==> config.mk <==
export PLATFORM = sky130hd
export DESIGN_NAME = step_debounce
export DESIGN_NICKNAME = d
export VERILOG_FILES = /design/src/rtl/step_debounce.sv
export SDC_FILE = /design/constraint.sdc
export NUM_CORES = 1
export LEC_CHECK = 0
export BUFFER_PORTS_ARGS = -buffer_cell sky130_fd_sc_hd__buf_4
export CORE_MARGIN = 4
export CORE_UTILIZATION = 63
export CTS_BUF_LIST = sky130_fd_sc_hd__clkbuf_16
export CTS_CLUSTER_DIAMETER = 50
export DETAILED_ROUTE_END_ITERATION = 10
export HOLD_SLACK_MARGIN = 0.15
export PLACE_DENSITY = 0.87
export SYNTH_ARGS = -nofsm -noshare
export SYNTH_HDL_FRONTEND = slang
export SYNTH_SLANG_ARGS = --single-unit
==> constraint.sdc <==
create_clock -name clk -period 4.2 [get_ports clk]
set_input_delay 0 -clock clk [delete_from_list [all_inputs] [get_ports clk]]
set_output_delay 0 -clock clk [all_outputs]
set_load 0.05 [all_outputs]
==> src/rtl/step_debounce.sv <==
// step_debounce: single-step push-button front end.
// Turns the raw active-low "step" button into one clean, registered,
// fixed-width pulse per physical press. It also keeps a wrapping count of
// accepted presses and reports busy while a press/release is in flight.
module step_debounce #(
    parameter logic [15:0] DEBOUNCE_CYCLES = 16'd50000,
    parameter logic [7:0]  PULSE_CYCLES    = 8'd4,
    parameter int          CNT_W           = 16
) (
    input  logic             clk,
    input  logic             reset,
    input  logic             step_n,
    input  logic             run_mode,
    output logic             step_pulse,
    output logic [CNT_W-1:0] step_count,
    output logic             busy
);

    typedef enum logic [2:0] {
        IDLE         = 3'd0,
        PRESS_WAIT   = 3'd1,
        PULSE        = 3'd2,
        HOLD         = 3'd3,
        RELEASE_WAIT = 3'd4
    } state_t;

    // One counter is shared by the debounce and pulse-width phases. It is
    // wide enough for the larger of the two limits.
    localparam int CW = 16;

    localparam logic [CW-1:0] DEB_LAST   = DEBOUNCE_CYCLES - 16'd1;
    localparam logic [CW-1:0] PULSE_LAST = {8'd0, PULSE_CYCLES} - 16'd1;
    localparam logic [CNT_W-1:0] CNT_ONE = {{(CNT_W-1){1'b0}}, 1'b1};

    state_t           state, state_nxt;
    logic [CW-1:0]    cnt, cnt_nxt;
    logic [1:0]       sync;
    logic             btn_s;
    logic             deb_done, pulse_done;
    logic             count_inc;
    logic             pulse_nxt, busy_nxt;

    // The button is asynchronous, so it goes through two flops. The flops
    // hold the inverted level: a 1 means pressed, and reset means released.
    always_ff @(posedge clk or posedge reset) begin
        if (reset) sync <= 2'b00;
        else       sync <= {sync[0], ~step_n};
    end

    assign btn_s      = sync[1];
    assign deb_done   = (cnt == DEB_LAST);
    assign pulse_done = (cnt == PULSE_LAST);

    // State register. Pulse and busy are registered from the next state, so
    // they line up exactly with the state and cannot glitch.
    always_ff @(posedge clk or posedge reset) begin
        if (reset) begin
            state      <= IDLE;
            cnt        <= '0;
            step_count <= '0;
            step_pulse <= 1'b0;
            busy       <= 1'b0;
        end else begin
            state      <= state_nxt;
            cnt        <= cnt_nxt;
            step_pulse <= pulse_nxt;
            busy       <= busy_nxt;
            if (count_inc) step_count <= step_count + CNT_ONE;
        end
    end

    // Next-state logic. PULSE ignores every input so a started pulse always
    // runs to full width. run_mode only gates the start of a new press.
    always_comb begin
        state_nxt = state;
        case (state)
            IDLE: begin
                if (!run_mode && btn_s) state_nxt = PRESS_WAIT;
            end
            PRESS_WAIT: begin
                if (!btn_s)        state_nxt = IDLE;
                else if (run_mode) state_nxt = IDLE;
                else if (deb_done) state_nxt = PULSE;
            end
            PULSE: begin
                if (pulse_done) state_nxt = HOLD;
            end
            HOLD: begin
                if (!btn_s) state_nxt = RELEASE_WAIT;
            end
            RELEASE_WAIT: begin
                if (btn_s)         state_nxt = HOLD;
                else if (deb_done) state_nxt = IDLE;
            end
            default: state_nxt = IDLE;
        endcase
    end

    // Datapath controls. The counter restarts at 0 on every state change and
    // advances only while the state waits on it.
    always_comb begin
        cnt_nxt   = '0;
        count_inc = 1'b0;
        pulse_nxt = (state_nxt == PULSE);
        busy_nxt  = (state_nxt != IDLE);
        if (state_nxt != state) begin
            cnt_nxt = '0;
        end else if (state == PRESS_WAIT || state == PULSE ||
                     state == RELEASE_WAIT) begin
            cnt_nxt = cnt + 16'd1;
        end
        if (state == PRESS_WAIT && state_nxt == PULSE) count_inc = 1'b1;
    end

endmodule

==> impl_metrics.yaml <==
status:
  outcome: "complete, no violations"
setup_path:
  worstSetupPathType: "reg -> reg"
  crit_path_top_delay_cell: "o221ai_2"
  path_cells: "ha_1, nor4b_4, nand4_1, o221ai_2, nor3_1"
  required_ps: 4320
  critPathMaxFanout: 16
  reg2reg_to: "cnt[7]"
  r2r_setup_slack_ps: 1590
  reg2regPathDepth: 5
  r2r_start: "cnt[0]"
  startpoint_type: "flop"
  crit_arrival_ps: 2730
  critPathCaptureType: "flop"
  crit_start: "cnt[0]"
  cpPeakStageDelay_ps: 770
clock_tree:
  postCtsSetupRepairBufs: 0
  insertion_delay_ps: 280
  clockBufferDepth: 2
  cts_root_buf: "clkbuf_16"
  numCtsBuffers: 5
  cts_sinks: 39
  htreeDepth: 2
  tritoncts: "yes"
  clk_pin_slew_ps: 50
global_route:
  grt_pass1_wl_mm: 7.04
  grt_max_degree: 40
  grt-ovfl-total: 0
  grt_use_total_pct: 21.2
  first_global_vias: 1562
  antenna_found_initial: 0
placed_design:
  hpwl_mm: 2.84
  place_ws_ps: 1610
  portBuffers: 21
  place_congestion: 0.808
pwr:
  p_int_mw: 0.669
  pwr-share-comb_pct: 4.9
  powerDensity_nw_per_um2: 343
  power_mw: 0.847
  vdd_drop_max_mv: 0.218
  p_leak_nw: 1.11
  power.switching_mw: 0.177
  swShare_pct: 21.0
  p_seq_share_pct: 45.5
  clock_power_share_pct: 49.6
min_path:
  holdPathEnd: "step_count[2]"
  holdPathStages: 4
  min-delay-start: "run_mode"
  min_path_type: "in -> reg"
drt:
  drc_errors: 0
  routed_via_density: 5.90
  totalWireLength_mm: 4.15
  vias: 1599
  dr.pass1.iters: 4
  ant_nets: 0
  wire_per_inst_um: 15.3
  initialDrtViolationCount: 81
finish:
  fillers: 248
  multi_input_area_sq_um: 1050
  fin_nets: 231
  areaGrowthSynthToFinish_pct: 14.0
  final_cell_mix: "39 x dfrtp_1, 29 x nor3_1, 22 x buf_4, 20 x xor2_1"
  final_common_cell: "dfrtp_1"
  regArea_sq_um: 976
  drive_above_1_share_pct: 19.6
  diodes: 0
yosys:
  synth_top_family_by_area: "simple AND/OR/NAND/NOR gates"
  muxShareOfSynthArea_pct: 0.520
  synth-xor-area-share_pct: 11.3
  synth_compound_area_share_pct: 7.11
  synth.area.top_cells: "dfrtp_1 45%, xor2_1 8.1%, nor3_1 6.7%, nand4_1 3.5%, xnor2_1 3.2%"
  synth_edf_count: 0
  async_flop_share_pct: 100
  yosys.area.top_type: "dfrtp_1"
  syn_area_per_cell_sq_um: 10.5
  syn-num-nets: 212
  seq_area_frac_synth_pct: 45.1
  synth_simple_gate_area_share_pct: 28.5
  synth_top_cell_area_share_pct: 45.1
  synth-main-ff-cell: "dfrtp_1"
  synth_adder_area_share_pct: 1.16
  syn_inst: 206
  ys_ff_latch: 39
  yosysWarningCount: 0
  synth_cell_types: 49
  synth_area_sq_um: 2160
timing:
  setup_viol: 0
  slew_violations: 0
  max_freq_ghz: 0.384
  worstMarginPinSlew_ps: 784
  hold_violations: 0
  rsz0062_at_grt: "no"
  slew_headroom_pct: 47.7
  period_share_pct: 62.0
  clock_skew_ps: 3.55
  period_minus_slack_ps: 2610
  fin_setup_tns_ps: 0
  fin_ws_ps: 1590
floorplanning:
  core_area_sq_um: 3340
  ios: 22
  die_width_um: 66.6
  die_y_um: 66.6
  rows: 21
  start_util_pct: 64.9
  die_area_sq_um: 4440
job:
  drv_cap: 0
-- power by group through the flow --
stage	Clock (mW)	Sequential, mW	Combinational [mW]
final	0.420	0.385	0.0417
after detailed placement	0	0.392	0.0408
after CTS	0.424	0.385	0.0425
after global routing	0.441	0.386	0.0476
after floorplan	0	0.391	0.0328
after global placement	0	0.391	0.0402
-- kinds of logic (layout without fill, tap and decap cells) --
family | Yosys count | in the layout
muxes | 1 | 1
DFF | 39 | 39
and+or+nand+nor | 98 | 98
AOI/OAI and AO/OA | 17 | 17
buffers and inverters | 21 | 40
xor gates and xnor gates | 28 | 28
adders and majority gates | 2 | 2
-- worst max-delay path: cells and delay by family, from the launching register on --
family | cells | cell delay, ps
adder cells (fa/ha/maj) | 1 | 340
AND/OR/NAND/NOR | 3 | 960
AO/OA/AOI/OAI | 1 | 770
flip-flops | 1 | 390
-- stage by stage --
| stage | std cells | util, % | area (sq um) | hold slack [ps] |
|---|---|---|---|---|
| 3_5_place_dp | 262 | 68.5 | 2280 | 151 |
| 6_report | 271 | 73.9 | 2470 | 172 |
| 3_3_place_gp | 262 | 68.5 | 2280 | 143 |
| 2_1_floorplan | 206 | - | 2160 | 59.4 |
| 4_1_cts | 271 | 73.9 | 2470 | 171 |
| 5_1_grt | 271 | 73.9 | 2470 | 200 |
-- worst max-delay path by stage --
stage                         end  cells after the start
after global placement    cnt[12]                      5
final                      cnt[7]                      5
after floorplan              busy                      7
after global routing       cnt[2]                      5
after detailed placement   cnt[6]                      5
after CTS                  cnt[6]                      5
-- cell usage after synthesis, drive strengths merged (2+ instances only) --
master  count
nand2      12
buf         9
nor2        3
inv         9
clkbuf      3
xnor2       8
nand3      11
nor4b       2
and2        3
nor4        4
nor3       29
o32ai       2
and4        8
and3        3
nor3b       2
o21ai       3
xor2       20
nand4      12
ha          2
or2b        2
a211oi      2
dfrtp      39
-- cell type report --
class,count,area share (%)
multi-input combinational,146,42.6
tap,46,2.33
sequential,39,39.6
timing repair buffer,24,7.51
inverter,9,1.37
clock buffer,5,5.07
clock inverter,2,1.52
-- layer usage --
layer	track usage, %	part of all wire [%]	vias to the layer above
li1	-	-	786
met1	27.4	45	775
met2	33.9	49	31
met3	6.07	4.4	7
met4	7.11	1.3	0
met5	0	0	-
-- flip-flops by register name (all words and copies together) (netlist names) --
signal,count
step_count,16
state,3
step_pulse,1
cnt,16
sync,2
busy,1
-- what timing repair did --
item | CTS | global route
endpoints found under the hold margin | 40 | 0
gates resized for setup | 0 | 0
hold buffers | 2 | 0
No activity file was read; power rests on OpenSTA's default activity.
